==> src/rtl/mem_port_arbiter_pkg.sv <==
// mem_port_arbiter_pkg: shared definitions for the memory port arbiter.
//   - ma_state_e : access FSM states (IDLE -> ISSUE -> WAIT -> DONE)
//   - REQ_IF / REQ_LS : requester ids, also used as the round-robin history bit
//   - CNT_W : width of the memory latency counter (MEM_LAT up to 15)
package mem_port_arbiter_pkg;

    typedef enum logic [1:0] {
        MA_IDLE  = 2'd0,
        MA_ISSUE = 2'd1,
        MA_WAIT  = 2'd2,
        MA_DONE  = 2'd3
    } ma_state_e;

    localparam logic REQ_IF = 1'b0;
    localparam logic REQ_LS = 1'b1;

    localparam int unsigned CNT_W = 4;

endpackage

==> src/rtl/mem_port_arbiter_if.sv <==
// mem_port_arbiter_if: all requester and memory-side signals of the arbiter.
//   IF side : if_req, if_addr -> if_gnt, if_done
//   LS side : ls_req, ls_we, ls_addr, ls_wdata -> ls_gnt, ls_done
//   shared  : rdata, busy
//   memory  : mem_en, mem_we, mem_addr, mem_wdata -> mem_rdata
// Modport slave is the arbiter's view; master is the view of the surrounding logic.
interface mem_port_arbiter_if #(
    parameter int unsigned ADDR_W = 8,
    parameter int unsigned DATA_W = 8
);

    logic              if_req;
    logic [ADDR_W-1:0] if_addr;
    logic              if_gnt;
    logic              if_done;

    logic              ls_req;
    logic              ls_we;
    logic [ADDR_W-1:0] ls_addr;
    logic [DATA_W-1:0] ls_wdata;
    logic              ls_gnt;
    logic              ls_done;

    logic [DATA_W-1:0] rdata;
    logic              busy;

    logic              mem_en;
    logic              mem_we;
    logic [ADDR_W-1:0] mem_addr;
    logic [DATA_W-1:0] mem_wdata;
    logic [DATA_W-1:0] mem_rdata;

    modport slave (
        input  if_req, if_addr, ls_req, ls_we, ls_addr, ls_wdata, mem_rdata,
        output if_gnt, if_done, ls_gnt, ls_done, rdata, busy,
               mem_en, mem_we, mem_addr, mem_wdata
    );

    modport master (
        output if_req, if_addr, ls_req, ls_we, ls_addr, ls_wdata, mem_rdata,
        input  if_gnt, if_done, ls_gnt, ls_done, rdata, busy,
               mem_en, mem_we, mem_addr, mem_wdata
    );

endinterface

==> src/rtl/mem_port_arbiter_rr_arb2.sv <==
// mem_port_arbiter_rr_arb2: combinational 2-way round-robin pick.
//   req_i[1:0]  : requests, indexed by requester id (REQ_IF / REQ_LS)
//   last_win_i  : id of the previous winner
//   win_o       : id of the chosen requester (meaningful when valid_o)
//   valid_o     : at least one request present
module mem_port_arbiter_rr_arb2
    import mem_port_arbiter_pkg::*;
(
    input  logic [1:0] req_i,
    input  logic       last_win_i,
    output logic       win_o,
    output logic       valid_o
);

    always_comb begin
        valid_o = req_i[REQ_IF] | req_i[REQ_LS];
        win_o   = REQ_IF;
        if (req_i[REQ_IF] && req_i[REQ_LS]) begin
            // Tie: the requester that did not win last time goes first.
            win_o = ~last_win_i;
        end else if (req_i[REQ_LS]) begin
            win_o = REQ_LS;
        end
    end

endmodule

==> src/rtl/mem_port_arbiter.sv <==
// mem_port_arbiter: shares one memory port between instruction fetch (IF) and load/store (LS).
//   clk, rst : system clock and synchronous active-high reset
//   bus      : mem_port_arbiter_if.slave carrying both requester handshakes and the memory port
// One access in flight at a time. A grant in IDLE captures the winner's request; ISSUE strobes
// the memory for one cycle; WAIT counts out MEM_LAT cycles and registers read data; DONE pulses
// the winner's done. Round-robin history is updated on every grant.
module mem_port_arbiter
    import mem_port_arbiter_pkg::*;
#(
    parameter int unsigned ADDR_W  = 8,
    parameter int unsigned DATA_W  = 8,
    parameter int unsigned MEM_LAT = 1
) (
    input  logic                clk,
    input  logic                rst,
    mem_port_arbiter_if.slave   bus
);

    ma_state_e         state_q, state_d;
    logic              last_win_q, last_win_d;
    logic              id_q, id_d;
    logic              we_q, we_d;
    logic [ADDR_W-1:0] addr_q, addr_d;
    logic [DATA_W-1:0] wdata_q, wdata_d;
    logic [CNT_W-1:0]  cnt_q, cnt_d;
    logic [DATA_W-1:0] rdata_q, rdata_d;

    logic arb_win;
    logic arb_valid;

    mem_port_arbiter_rr_arb2 u_rr_arb2 (
        .req_i      ({bus.ls_req, bus.if_req}),
        .last_win_i (last_win_q),
        .win_o      (arb_win),
        .valid_o    (arb_valid)
    );

    always_comb begin
        state_d       = state_q;
        last_win_d    = last_win_q;
        id_d          = id_q;
        we_d          = we_q;
        addr_d        = addr_q;
        wdata_d       = wdata_q;
        cnt_d         = cnt_q;
        rdata_d       = rdata_q;
        bus.if_gnt    = 1'b0;
        bus.ls_gnt    = 1'b0;
        bus.if_done   = 1'b0;
        bus.ls_done   = 1'b0;
        bus.mem_en    = 1'b0;
        bus.mem_we    = 1'b0;
        bus.mem_addr  = '0;
        bus.mem_wdata = '0;
        bus.busy      = (state_q != MA_IDLE);

        unique case (state_q)
            MA_IDLE: begin
                // Grant is suppressed while rst is high so nothing is captured into a reset.
                if (arb_valid && !rst) begin
                    bus.if_gnt = (arb_win == REQ_IF);
                    bus.ls_gnt = (arb_win == REQ_LS);
                    last_win_d = arb_win;
                    id_d       = arb_win;
                    if (arb_win == REQ_LS) begin
                        we_d    = bus.ls_we;
                        addr_d  = bus.ls_addr;
                        wdata_d = bus.ls_wdata;
                    end else begin
                        we_d    = 1'b0;
                        addr_d  = bus.if_addr;
                        wdata_d = '0;
                    end
                    state_d = MA_ISSUE;
                end
            end
            MA_ISSUE: begin
                bus.mem_en    = 1'b1;
                bus.mem_we    = we_q;
                bus.mem_addr  = addr_q;
                bus.mem_wdata = wdata_q;
                cnt_d         = CNT_W'(MEM_LAT - 1);
                state_d       = MA_WAIT;
            end
            MA_WAIT: begin
                if (cnt_q == '0) begin
                    if (!we_q) begin
                        rdata_d = bus.mem_rdata;
                    end
                    state_d = MA_DONE;
                end else begin
                    cnt_d = cnt_q - 1'b1;
                end
            end
            MA_DONE: begin
                bus.if_done = (id_q == REQ_IF);
                bus.ls_done = (id_q == REQ_LS);
                state_d     = MA_IDLE;
            end
            default: state_d = MA_IDLE;
        endcase
    end

    assign bus.rdata = rdata_q;

    always_ff @(posedge clk) begin
        if (rst) begin
            state_q    <= MA_IDLE;
            last_win_q <= REQ_LS;
            id_q       <= REQ_IF;
            we_q       <= 1'b0;
            addr_q     <= '0;
            wdata_q    <= '0;
            cnt_q      <= '0;
            rdata_q    <= '0;
        end else begin
            state_q    <= state_d;
            last_win_q <= last_win_d;
            id_q       <= id_d;
            we_q       <= we_d;
            addr_q     <= addr_d;
            wdata_q    <= wdata_d;
            cnt_q      <= cnt_d;
            rdata_q    <= rdata_d;
        end
    end

endmodule

==> src/flat_wrapper.sv <==
// flat-port wrapper written by rule: the top's interface ports become plain ports
module mem_port_arbiter_flat import mem_port_arbiter_pkg::*;
#(
    parameter int unsigned ADDR_W  = 8,
    parameter int unsigned DATA_W  = 8,
    parameter int unsigned MEM_LAT = 1
)
  (clk, rst, bus_if_req, bus_if_addr, bus_ls_req, bus_ls_we, bus_ls_addr, bus_ls_wdata, bus_mem_rdata, bus_if_gnt, bus_if_done, bus_ls_gnt, bus_ls_done, bus_rdata, bus_busy, bus_mem_en, bus_mem_we, bus_mem_addr, bus_mem_wdata);
  mem_port_arbiter_if #(.ADDR_W(ADDR_W), .DATA_W(DATA_W)) bus_i ();
  input  logic clk;
  input  logic rst;
  input wire logic [$bits(bus_i.if_req)-1:0] bus_if_req;
  input wire logic [$bits(bus_i.if_addr)-1:0] bus_if_addr;
  input wire logic [$bits(bus_i.ls_req)-1:0] bus_ls_req;
  input wire logic [$bits(bus_i.ls_we)-1:0] bus_ls_we;
  input wire logic [$bits(bus_i.ls_addr)-1:0] bus_ls_addr;
  input wire logic [$bits(bus_i.ls_wdata)-1:0] bus_ls_wdata;
  input wire logic [$bits(bus_i.mem_rdata)-1:0] bus_mem_rdata;
  output wire logic [$bits(bus_i.if_gnt)-1:0] bus_if_gnt;
  output wire logic [$bits(bus_i.if_done)-1:0] bus_if_done;
  output wire logic [$bits(bus_i.ls_gnt)-1:0] bus_ls_gnt;
  output wire logic [$bits(bus_i.ls_done)-1:0] bus_ls_done;
  output wire logic [$bits(bus_i.rdata)-1:0] bus_rdata;
  output wire logic [$bits(bus_i.busy)-1:0] bus_busy;
  output wire logic [$bits(bus_i.mem_en)-1:0] bus_mem_en;
  output wire logic [$bits(bus_i.mem_we)-1:0] bus_mem_we;
  output wire logic [$bits(bus_i.mem_addr)-1:0] bus_mem_addr;
  output wire logic [$bits(bus_i.mem_wdata)-1:0] bus_mem_wdata;
  assign bus_i.if_req = bus_if_req;
  assign bus_i.if_addr = bus_if_addr;
  assign bus_i.ls_req = bus_ls_req;
  assign bus_i.ls_we = bus_ls_we;
  assign bus_i.ls_addr = bus_ls_addr;
  assign bus_i.ls_wdata = bus_ls_wdata;
  assign bus_i.mem_rdata = bus_mem_rdata;
  assign bus_if_gnt = bus_i.if_gnt;
  assign bus_if_done = bus_i.if_done;
  assign bus_ls_gnt = bus_i.ls_gnt;
  assign bus_ls_done = bus_i.ls_done;
  assign bus_rdata = bus_i.rdata;
  assign bus_busy = bus_i.busy;
  assign bus_mem_en = bus_i.mem_en;
  assign bus_mem_we = bus_i.mem_we;
  assign bus_mem_addr = bus_i.mem_addr;
  assign bus_mem_wdata = bus_i.mem_wdata;
  mem_port_arbiter #(.ADDR_W(ADDR_W), .DATA_W(DATA_W), .MEM_LAT(MEM_LAT)) u_core (.clk(clk), .rst(rst), .bus(bus_i));
endmodule
==> config.mk <==
export PLATFORM = sky130hd
export DESIGN_NAME = mem_port_arbiter_flat
export DESIGN_NICKNAME = d
export VERILOG_FILES = /design/src/rtl/mem_port_arbiter_pkg.sv /design/src/rtl/mem_port_arbiter_if.sv /design/src/rtl/mem_port_arbiter_rr_arb2.sv /design/src/rtl/mem_port_arbiter.sv /design/src/flat_wrapper.sv
export SDC_FILE = /design/constraint.sdc
export NUM_CORES = 1
export LEC_CHECK = 0
export CAP_MARGIN = 20
export CORE_ASPECT_RATIO = 0.7
export CORE_MARGIN = 8
export CORE_UTILIZATION = 28
export CTS_CLUSTER_DIAMETER = 100
export CTS_CLUSTER_SIZE = 14
export DETAILED_ROUTE_END_ITERATION = 7
export PLACE_DENSITY = 0.66
export SLEW_MARGIN = 20
export SYNTH_ARGS = -nofsm -noshare
export SYNTH_HDL_FRONTEND = slang
export SYNTH_SLANG_ARGS = --single-unit
==> constraint.sdc <==
create_clock -name clk -period 2.2 [get_ports clk]
set_input_delay 0.55 -clock clk [delete_from_list [all_inputs] [get_ports clk]]
set_output_delay 0.55 -clock clk [all_outputs]
set_load 0.05 [all_outputs]
After elaboration in Yosys (flattened, before gate mapping)
Index checks and enable logic that the tools add are counted.
- register bits after elaboration: 33
- output and inout bits: 31
- logic and storage cells: 51
- $add $sub $neg: 1
- equality and inequality tests: 6
- muxes and demuxes: 20
- bitwise logic cells: 5
- reductions and logical operators: 11
- operators with widths (operator ; count):
    $mux W8 ; 4
    $mux W1 ; 11
    $pmux W2 S4 ; 1
    $pmux W4 S2 ; 1
    $reduce_and A2 Y1 ; 3
    $eq A2 B2 Y1 const B ; 2
    $logic_not A4 Y1 ; 1
    $mux W2 ; 2
    $mux W4 ; 1
    $ne A2 B1 Y1 const B ; 2
    $not A1 Y1 ; 4
    $reduce_bool A2 Y1 ; 2
    $sub A4 B1 Y4 const B ; 1
    $reduce_and A3 Y1 ; 1
    $eq A2 B1 Y1 const B ; 1
    $logic_and A1 B1 Y1 ; 2
    $logic_not A2 Y1 ; 1
    $ne A2 B2 Y1 const B ; 1
    $logic_not A1 Y1 ; 1
    $or A1 B1 Y1 ; 1

Depth between registers and ports, before layout
Gate-level depths: netlist of the first run.
- depth in word-level cells: 5
- mapped depth: 7
- gate-level depth less buffers: 5

By module
A second synthesis of the first run with hierarchy kept.
- cells, all modules: 186
- area, all modules: 1619.1 um^2
- by module, submodules not included (module ; times used ; cells each ; area an instance (um^2)):
    mem_port_arbiter ; 1 ; 184 ; 1605.3
    mem_port_arbiter_rr_arb2 ; 1 ; 2 ; 13.8

Worst setup path after synthesis of the first run
OpenSTA, ideal clock, no wires.
- path type: flip-flop to output port
- start point: reg u_core.state_q[1]
- end point: out bus_mem_addr[4]
- arrival time: 1658 ps
- required time: 1650 ps
- slack: -8 ps
- cell stages (with the launch flop): 5
- path through: dfxtp_1 -> inv_1 -> ha_1 -> clkbuf_1 -> and2_1
- word-level cells in the longest chain between the ends: 2
- ends and longest elaborated chain (element ; RTL line ; text):
    start, declared ; mem_port_arbiter.sv:19 ; ma_state_e state_q, state_d;
    start signal, assigned ; mem_port_arbiter.sv:117 ; state_q <= state_d;
    $eq A2 B1 Y1 ; mem_port_arbiter.sv:57 ; unique case (state_q)
    $mux W8 ; mem_port_arbiter.sv:57 ;
    end, declared ; flat_wrapper.sv:27 ; output wire logic [$bits(bus_i.mem_addr)-1:0] bus_mem_addr;
Every way passes these cells.

Worst setup path in the final report of the first run
- start point: reg u_core.state_q[1]
- end point: out bus_mem_wdata[0]
- word-level cells in the longest chain between the ends: 2
- ends and longest elaborated chain (element ; RTL line ; text):
    $eq A2 B1 Y1 ; mem_port_arbiter.sv:57 ;
    $mux W8 ; mem_port_arbiter.sv:57 ;
    end, declared ; flat_wrapper.sv:28 ; output wire logic [$bits(bus_i.mem_wdata)-1:0] bus_mem_wdata;
Every way passes these cells.

==> reports/results.ini, run 1 <==
[power_and_ir_drop]
switchingPower_mw=1.08
intPower_mw=1.66
ir_drop_uv=463
combinationalPowerShare_pct=47.4
power_density_mw_per_mm2=983
power_leakage_nw=1.06
seq_power_share_pct=27.8
clockPowerShare_pct=24.8
swShare_pct=39.3

[synth]
netlist_area_mm2=0.00168
seq_area_frac_synth_pct=39.4
synthAdderAreaFrac_pct=4.48
yosys.area.top_type_share_pct=39.4
synthMuxAreaShare_pct=5.97
synthDistinctLibCells=34
synth_simple_gate_area_share_pct=19.9
syn_area_per_cell_um2=8.69
synth_top_family_by_area=compound AO/OA/AOI/OAI gates
syn_nets=236
synth.area.top_cells=dfxtp_1 39%, a21oi_1 8.4%, and2_1 6.7%, mux2i_1 6.0%, ha_1 4.5%
netlist_instances=193
yosysWarnings=0
synth_xor_area_share_pct=0
ys_seq_elements=33
synth-compound-area-share_pct=22.5
synth_top_cell_by_area=dfxtp_1

[critical_path]
critical_path.startpoint_type=flip-flop
path_class=flip-flop to output pin
startpoint=u_core.state_q[1]
cp_slowest_cell=ha_2
critPathCaptureType=output pin
rr_startpoint=u_core.state_q[0]
slowest_delay_ns=0.43
path_buf_inv=2
path_cells=inv_1 > ha_2 > and2_1 > buf_12
cp.required_ns=1.65
critPathMaxFanout=20
cp.arrival_ns=1.55
crit_family=adder cells

[timing]
slew_headroom_pct=63.3
setup_viol=0
rsz0062_at_grt=false
finalCritPeriodShare_pct=95.3
fin_worst_skew_ns=0.00271
hold_violations=0
fin_ws_ns=0.102
slew_violations=0
fmax_mhz=477
finalCriticalPeriod_ns=2.10
tightest_slew_ns=0.549

[final_layout]
area_growth_pct=66.4
fillers=541
drive_gt1_share_pct=19.7
fin_util_pct=48.5
layout.cells.non_filler=339
antenna_cells=0
nets=306

[detailed_routing]
postRouteAntennaNets=0
route.detailed.drc=0
post_drt_wl_per_cell_um=14.4
wirelength_mm=4.88
firstDrtPassIters=4
drtIter0Drc=73
viasPerCell=4.77
vias=1618

[worst_hold_path]
hp-start=u_core.wdata_q[3]
hp-class=flip-flop to flip-flop

[place]
dp_hpwl_mm=3.68
dp.cells=330
port_buffers=67
gp_congestion=0.724
dp_slack_ns=-0.126

[job]
cap_viol_max_count=0

[clocking]
clk_latency_ns=0.28
cts_made_buffers=5
hold_buffers=0
cts.path.max_buffers=2
clk_pin_slew_worst_paths_ns=0.07
cts_tree=built
htreeDepth=2
cts_sinks=33
cts_root_buf=clkbuf_8

[floorplanning]
floorplan.initialDensity_pct=29.1
dieArea_mm2=0.00876
die_x_um=108
io_pins=68
fp.dieH_um=80.7
core_area_mm2=0.00576
rows=23

[global_routing]
grt_remaining_overflow=0
antenna_found_initial=0
grt_pass1_vias=1596
grt_pass1_wl_mm=7.89
grt_max_degree=38
grt.total_usage_pct=11.3

[run_status]
run_status=finished, final reports clean

## final cells by class
class	count	area, um^2	share of cell area, %
Multi-Input combinational cell	135	911	32.6
Clock inverter	3	65.1	2.33
Inverter	8	30.0	1.08
Timing Repair Buffer	80	961	34.4
Sequential cell	33	661	23.7
Clock buffer	5	68.8	2.47
Tap cell	75	93.8	3.36
## worst register-to-register path: cells and delay by family, from the launching register on
kind	cells	cell delay (ns)
AO/OA/AOI/OAI	1	0.15
adder cells (fa/ha/maj)	1	0.39
buffers and inverters	2	0.29
flip-flops	1	0.33
AND/OR/NAND/NOR	1	0.47
## worst paths after layout
path,endpoint,slack (ns),depth (start not counted)
worst min-delay path,u_core.wdata_q[3],0.47,2
worst min register to register,u_core.wdata_q[3],0.47,2
worst max-delay path,bus_mem_wdata[0],0.10,4
worst max register to register,u_core.addr_q[1],0.43,5
## registers in the layout (all words and copies together), names as in the netlist
signal             flops
u_core.addr_q          8
u_core.bus.rdata       8
u_core.wdata_q         8
u_core.cnt_q           4
u_core.state_q         2
u_core.id_q            1
u_core.last_win_q      1
u_core.we_q            1
## metal layers
metal	up-vias	GRT usage [%]	routed length [um]
met5	-	0	0
met4	0	3.67	53
met3	7	4.27	381
met2	47	17.8	2190
met1	733	13.9	2260
li1	831	-	-
## synthesized netlist by cell type
cell type,count
nand2_1,1
nand4_1,9
nand3_1,10
a41o_1,1
nor3b_1,1
a21boi_2,1
nand3b_1,1
a2111oi_0,1
mux2i_1,10
o21ai_0,10
o22ai_1,1
o21ba_2,1
inv_1,8
ha_1,6
a211o_1,1
clkbuf_1,6
buf_2,6
o21bai_1,1
nor2_1,2
nand2b_1,4
a211oi_1,8
o211ai_1,2
and2_1,18
nor3_1,2
nor2b_1,3
or3b_4,1
dfxtp_1,33
or3_1,2
a21oi_1,28
a221oi_1,1
buf_4,2
o21ai_1,8
nand3_2,1
buf_6,3
## cell families (layout without fill, tap and decap cells)
logic type,after synthesis,after routing
flops,33,33
compound gates,64,64
buf+inv,25,96
simple gates,55,55
mux,10,10
fa+ha+maj,6,6
## power by group through the flow
stage / combinational, mW / sequential (mW) / clock (mW)
2_1_floorplan: 0.696 / 0.863 / 0
3_3_place_gp: 1.28 / 0.774 / 0
3_5_place_dp: 1.29 / 0.775 / 0
4_1_cts: 1.31 / 0.763 / 0.690
5_1_grt: 1.40 / 0.774 / 0.718
6_report: 1.30 / 0.761 / 0.681
## what timing repair did
action,in CTS,in global routing
gates resized for setup,7,2
buffers inserted,1,0
setup endpoints to repair,2,2
pin swaps,2,1
endpoints found under the hold margin,0,0
## layout by cell type (no fill, tap or decap), types with 2 or more instances in the layout
| cell | count |
|---|---|
| o211ai_1 | 2 |
| nand4_1 | 9 |
| a21oi_1 | 28 |
| nand2b_1 | 4 |
| mux2i_1 | 10 |
| dfxtp_1 | 33 |
| inv_1 | 7 |
| ha_1 | 5 |
| clkdlybuf4s50_1 | 41 |
| dlygate4sd2_1 | 2 |
| nand3_1 | 10 |
| or3_1 | 2 |
| and2_1 | 18 |
| o21ai_1 | 8 |
| nor2b_1 | 3 |
| bufinv_16 | 2 |
| a211oi_1 | 8 |
| o21ai_0 | 10 |
| buf_12 | 20 |
| buf_4 | 16 |
| nor3_1 | 2 |
| clkbuf_8 | 5 |
## stage by stage
stage	power, mW	hold slack (ns)	instance area (um^2)	setup TNS (ns)
final	2.74	0.469	2790	0
after global routing	2.89	0.508	2790	0
after CTS	2.76	0.472	2790	0
after detailed placement	2.07	0.463	2630	-0.137
after global placement	2.05	0.454	2630	-0.0399
after floorplan	1.56	0.445	1680	0
(Power assumes the default switching activity.)
==> inputs of run 2 (changes only) <==
--- a/config.mk
+++ b/config.mk
@@ -7,7 +7,7 @@
 export LEC_CHECK = 0
 export CAP_MARGIN = 20
 export CORE_ASPECT_RATIO = 0.7
-export CORE_MARGIN = 8
+export CORE_MARGIN = 5
 export CORE_UTILIZATION = 28
 export CTS_CLUSTER_DIAMETER = 100
 export CTS_CLUSTER_SIZE = 14
==> run 2 against run 1 <==
- cell area decreased by 0.58%
- core utilization fell by 0.28 points
- non-clock buffer count grew 3
- worst hold slack better by 0.0020 ns
- count of clock-buffer cells in the layout is the same
- die area decreased by 13%
- first-iteration DRC count rose by 33%
- critical path depth increased by 2
- clock skew is 0.0020 ns higher
==> reports/results.ini, run 2 (same netlist as run 1, synthesis figures left out) <==
[timing]
setup_viol=0  ; unchanged
rsz0062_at_grt=false
tns_ns=0  ; unchanged
fin_ws_ns=0.0882  ; -0.0141 ns
finalCriticalPeriod_ns=2.11  ; +0.0141 ns
tightest_slew_ns=0.624  ; +0.0750 ns
finalCritPeriodShare_pct=96.0  ; +0.64 points
fin_worst_skew_ns=0.00467  ; +0.00195 ns
slew_violations=0  ; unchanged
slew_headroom_pct=58.3  ; -5.0 points
hold_violations=0  ; unchanged
fmax_mhz=474  ; -0.67%

[clocking]
hold_buffers=0  ; unchanged
cts.path.max_buffers=2  ; unchanged
clk_latency_ns=0.29  ; about the same
htreeDepth=2  ; unchanged
clk_pin_slew_worst_paths_ns=0.07  ; about the same
cts_made_buffers=5  ; unchanged
cts_tree=built
cts_root_buf=clkbuf_8
cts_sinks=33  ; unchanged

[floorplanning]
io_pins=68  ; unchanged
floorplan.initialDensity_pct=29.1  ; unchanged
core_area_mm2=0.00576  ; unchanged
fp.dieH_um=74.7  ; -7.4%
rows=23  ; unchanged
die_x_um=102  ; -5.5%
dieArea_mm2=0.00766  ; -13%

[critical_path]
reg2reg_slack_ns=0.44  ; about the same
path_buf_inv=3  ; +1
critical_path.startpoint_type=flip-flop
path_cells=inv_1 > ha_2 > buf_4 > nand2_1 > nor2_2 > buf_12
path_class=flip-flop to output pin
cp_slowest_cell=dfxtp_1
startpoint=u_core.state_q[0]
crit_family=buffers and inverters
rr_startpoint=u_core.cnt_q[0]
critPathMaxFanout=7  ; -65%
critPathCaptureType=output pin
cp.required_ns=1.65  ; about the same
slowest_delay_ns=0.36  ; -0.07 ns
cp.arrival_ns=1.56  ; about the same

[final_layout]
fillers=552  ; +2.0%
drive_gt1_share_pct=20.2  ; +0.53 points
antenna_cells=0  ; unchanged
seq_area_um2=661  ; unchanged
nets=309  ; +0.98%
multi_input_area_um2=916  ; +0.55%
area_growth_pct=65.4
layout.cells.non_filler=342  ; +0.88%
final_common_cell=clkdlybuf4s50_1
final_cell_mix=41 x clkdlybuf4s50_1, 33 x dfxtp_1, 28 x a21oi_1

[power_and_ir_drop]
power_density_mw_per_mm2=922  ; -6.2%
p_total_mw=2.56  ; -6.7%
power_leakage_nw=1.06  ; about the same
ir_drop_uv=338  ; -27%

[place]
dp_hpwl_mm=3.61  ; -1.8%
dp_slack_ns=-0.0768  ; +0.0490 ns
dp.cells=330  ; unchanged
gp_congestion=0.772  ; +6.6%
port_buffers=67  ; unchanged

[run_status]
run_status=finished, final reports clean

[detailed_routing]
dr_wl_met3_um=298  ; -22%
dr.max_layer_used=met4
wl_met2_mm=2.21  ; +0.96%
firstDrtPassIters=4  ; unchanged
vias=1650  ; +2.0%
post_drt_wl_per_cell_um=14.4  ; -0.13%
wirelength_mm=4.92  ; +0.76%
postRouteAntennaNets=0  ; unchanged
route.detailed.drc=0  ; unchanged
wl_met1_mm=2.34  ; +3.7%
drtIter0Drc=97  ; +33%
viasPerCell=4.82  ; +1.1%

[global_routing]
grt_remaining_overflow=0  ; unchanged
grt.total_usage_pct=12.9  ; +1.6 points
grt_pass1_wl_mm=7.66  ; -3.0%
grt_max_degree=38  ; unchanged
grt_pass1_vias=1612  ; +1.0%
antenna_found_initial=0  ; unchanged

[worst_hold_path]
hp-class=flip-flop to flip-flop
hp-start=u_core.wdata_q[0]

[job]
cap_viol_max_count=0  ; unchanged

-- run 2: worst min-delay path, cell delays in order (launching register included) --
cell	delay [ns]
dfxtp_1	0.30
o21ai_0	0.06
a21oi_1	0.06
-- run 2: cell type report --
cell class | instances | share of cell area [%]
flip-flops and latches | 33 | 23.8
well taps | 75 | 3.38
clock inverters | 3 | 0.631
multi-input cells | 135 | 33.0
clock buffers | 5 | 2.48
repair buffers | 83 | 35.6
inverters | 8 | 1.08
-- run 2: where the power goes --
group          total (mW)  switching (mW)  internal [mW]
Clock               0.453           0.235          0.218
Combinational        1.33           0.792          0.542
Sequential          0.770          0.0673          0.703
Total                2.56            1.09           1.46
-- run 2: final timing paths --
kind,to,cells past startpoint
setup / recovery,bus_if_gnt,6
hold / removal,u_core.wdata_q[0],2
setup reg to reg,u_core.state_q[0],5
hold reg to reg,u_core.wdata_q[0],2
-- run 2: layer usage --
layer | up-vias | global-route usage (%)
met5 | - | 0
met3 | 8 | 3.52
met4 | 0 | 5.53
met1 | 759 | 17.1
li1 | 842 | -
met2 | 41 | 19.7
-- run 2: per-stage QoR --
stage	utilization (%)	hold WS, ns	area, um^2
after floorplan	-	0.445	1680
after global placement	45.6	0.454	2630
after detailed placement	45.6	0.465	2630
after CTS	47.5	0.473	2740
after global routing	48.2	0.498	2770
final	48.2	0.471	2770
-- run 2: repair_timing --
action                     in CTS  in global routing
setup endpoints to repair       2                 19
resized for setup               3                  5
setup buffers                   2                  2
pin swaps                       0                  1
==> inputs of run 3 (changes only) <==
--- a/config.mk
+++ b/config.mk
@@ -13,7 +13,6 @@
 export CTS_CLUSTER_SIZE = 14
 export DETAILED_ROUTE_END_ITERATION = 7
 export PLACE_DENSITY = 0.66
-export SLEW_MARGIN = 20
 export SYNTH_ARGS = -nofsm -noshare
 export SYNTH_HDL_FRONTEND = slang
 export SYNTH_SLANG_ARGS = --single-unit
==> constraint.sdc (replaced) <==
create_clock -name clk -period 2.2 [get_ports clk]
set_input_delay 0.55 -clock clk [delete_from_list [all_inputs] [get_ports clk]]
set_output_delay 0.55 -clock clk [all_outputs]
set_load 0.1 [all_outputs]
==> run 3 against run 2 <==
- clock skew hardly changed
- via count is 0.42% higher
- count of clock-buffer cells in the layout stayed put
- first-iteration DRC count is 7.2% lower
- routed wire length stayed put
- global-route usage is 0.24 points higher
- worst hold slack worse by 0.0035 ns
- sequential share of layout area is 0.37 points lower
- critical path type is now input port to output pin
- largest power group unchanged
- largest cell class unchanged
- die area stayed put
- combinational power is 27% higher
==> reports/results.ini, run 3 (same netlist as run 1, synthesis figures left out) <==
[global_routing]
grt_pass1_vias=1534  ; -4.8%
grt.total_usage_pct=13.1  ; +0.24 points
grt_remaining_overflow=0  ; unchanged
grt_pass1_wl_mm=7.85  ; +2.4%
grt_max_degree=37  ; -2.6%
antenna_found_initial=0  ; unchanged

[critical_path]
rr_startpoint=u_core.state_q[0]
timing.rr.end=u_core.addr_q[3]
reg2reg_slack_ns=0.39  ; -0.05 ns
cp.arrival_ns=1.58  ; +0.02 ns
reg2regPathDepth=5  ; unchanged
path_class=input port to output pin
cp.required_ns=1.65  ; about the same
critical_path.startpoint_type=input port
critPathCaptureType=output pin
critPathMaxFanout=3  ; -4

[detailed_routing]
postRouteAntennaNets=0  ; unchanged
wirelength_mm=4.92  ; unchanged
route.detailed.drc=0  ; unchanged
firstDrtPassIters=4  ; unchanged
drtIter0Drc=90  ; -7.2%
vias=1657  ; +0.42%
viasPerCell=4.92  ; +1.9%
post_drt_wl_per_cell_um=14.6  ; +1.5%

[floorplanning]
dieArea_mm2=0.00766  ; unchanged
fp.dieH_um=74.7  ; unchanged
floorplan.initialDensity_pct=29.1  ; unchanged
io_pins=68  ; unchanged
core_area_mm2=0.00576  ; unchanged
die_x_um=102  ; unchanged
rows=23  ; unchanged

[job]
cap_viol_max_count=0  ; unchanged

[timing]
tightest_slew_ns=0.636  ; +0.0125 ns
finalCritPeriodShare_pct=97.0  ; +0.99 points
fmax_mhz=469  ; -1.0%
tns_ns=0  ; unchanged
slew_headroom_pct=57.4  ; -0.90 points
slew_violations=0  ; unchanged
setup_viol=0  ; unchanged
finalCriticalPeriod_ns=2.13  ; +0.0218 ns
rsz0062_at_grt=false
hold_violations=0  ; unchanged
fin_ws_ns=0.0664  ; -0.0218 ns
fin_worst_skew_ns=0.00432  ; -0.000343 ns

[final_layout]
antenna_cells=0  ; unchanged
final_common_cell=clkdlybuf4s50_1
drive_gt1_share_pct=26.7  ; +6.5 points
area_growth_pct=68.1
layout.cells.non_filler=337  ; -1.5%
fillers=542  ; -1.8%
nets=304  ; -1.6%
fin_util_pct=49.0  ; +0.76 points
final_cell_mix=34 x clkdlybuf4s50_1, 33 x dfxtp_1, 28 x a21oi_1

[power_and_ir_drop]
power_density_mw_per_mm2=1110  ; +21%
power_leakage_nw=1.07  ; +1.4%
seq_power_share_pct=24.5  ; -5.6 points
ir_drop_uv=411  ; +22%
intPower_mw=1.71  ; +17%
combinationalPowerShare_pct=53.9  ; +1.7 points
switchingPower_mw=1.43  ; +30%
p_total_mw=3.14  ; +23%
clockPowerShare_pct=21.7  ; +4.0 points
swShare_pct=45.4  ; +2.7 points

[place]
dp.cells=329  ; -0.30%
dp_slack_ns=-0.0396  ; +0.0371 ns
dp_hpwl_mm=3.69  ; +2.1%
port_buffers=67  ; unchanged
gp_congestion=0.791  ; +2.5%

[clocking]
cts_tree=built
post_cts_buffers=0  ; -2
clk_latency_ns=0.28  ; about the same
cts_made_buffers=5  ; unchanged
cts_root_buf=clkbuf_8
hold_buffers=0  ; unchanged
htreeDepth=2  ; unchanged
clk_pin_slew_worst_paths_ns=0.07  ; about the same
cts.path.max_buffers=2  ; unchanged
cts_sinks=33  ; unchanged

[worst_hold_path]
holdPathEnd=u_core.wdata_q[4]
hp-start=u_core.wdata_q[4]
hp-class=flip-flop to flip-flop
hold_depth=2  ; unchanged

[run_status]
run_status=finished, final reports clean

-- run 3: cell count changes in the layout (fill, tap and decap cells not counted), sizes merged --
| cell | change |
|---|---|
| clkdlybuf4s50 | -7 |
| clkinv | -1 |
| clkinvlp | -1 |
| dlygate4sd2 | +1 |
| dlymetal6s2s | -2 |
| bufinv | +2 |
| buf | +3 |
-- run 3: worst max path at each step --
stage | from | to | slack (ns)
after floorplan | rst | bus_ls_gnt | 0.05
after global placement | bus_ls_req | bus_ls_gnt | -0.004
after detailed placement | bus_ls_req | bus_ls_gnt | -0.04
after CTS | rst | bus_if_gnt | 0.007
after global routing | rst | bus_if_gnt | 0.009
final | rst | bus_if_gnt | 0.07
-- run 3: per-stage QoR --
step                      cell area (um^2)  hold WS [ns]
after detailed placement              2670         0.462
after global routing                  2820         0.490
after global placement                2670         0.454
after CTS                             2820         0.472
after floorplan                       1710         0.445
final                                 2820         0.468
-- run 3: area by class of cell --
class	instances	area, um^2	area share, %
clock inverters	3	65.1	2.31
repair buffers	78	961	34.1
clock buffers	5	68.8	2.44
well taps	75	93.8	3.33
flip-flops and latches	33	661	23.4
inverters	8	30.0	1.07
multi-input cells	135	938	33.3
-- run 3: critical path: stages --
cell,delay [ns]
clkdlybuf4s50_1,0.42
o21ba_4,0.25
nand2_2,0.07
nor2_4,0.11
buf_12,0.18
-- run 3: what timing repair did --
| action | in CTS | in global routing |
|---|---|---|
| pin swaps | 1 | 1 |
| endpoints found under the hold margin | 0 | 0 |
| gates resized for setup | 6 | 1 |
| setup endpoints to repair | 2 | 1 |
-- run 3: power groups by stage --
stage | Clock [mW] | Sequential (mW) | Combinational, mW
6_report | 0.681 | 0.768 | 1.69
5_1_grt | 0.732 | 0.784 | 1.78
4_1_cts | 0.695 | 0.769 | 1.70
3_5_place_dp | 0 | 0.781 | 1.68
3_3_place_gp | 0 | 0.775 | 1.67
2_1_floorplan | 0 | 0.976 | 0.939
-- run 3: layer usage --
metal | global-route usage (%) | vias up | part of all wire, %
li1 | - | 829 | -
met2 | 20.2 | 49 | 45
met5 | 0 | - | 0
met3 | 3.61 | 4 | 7.3
met4 | 4.95 | 0 | 0.98
met1 | 17.6 | 775 | 46
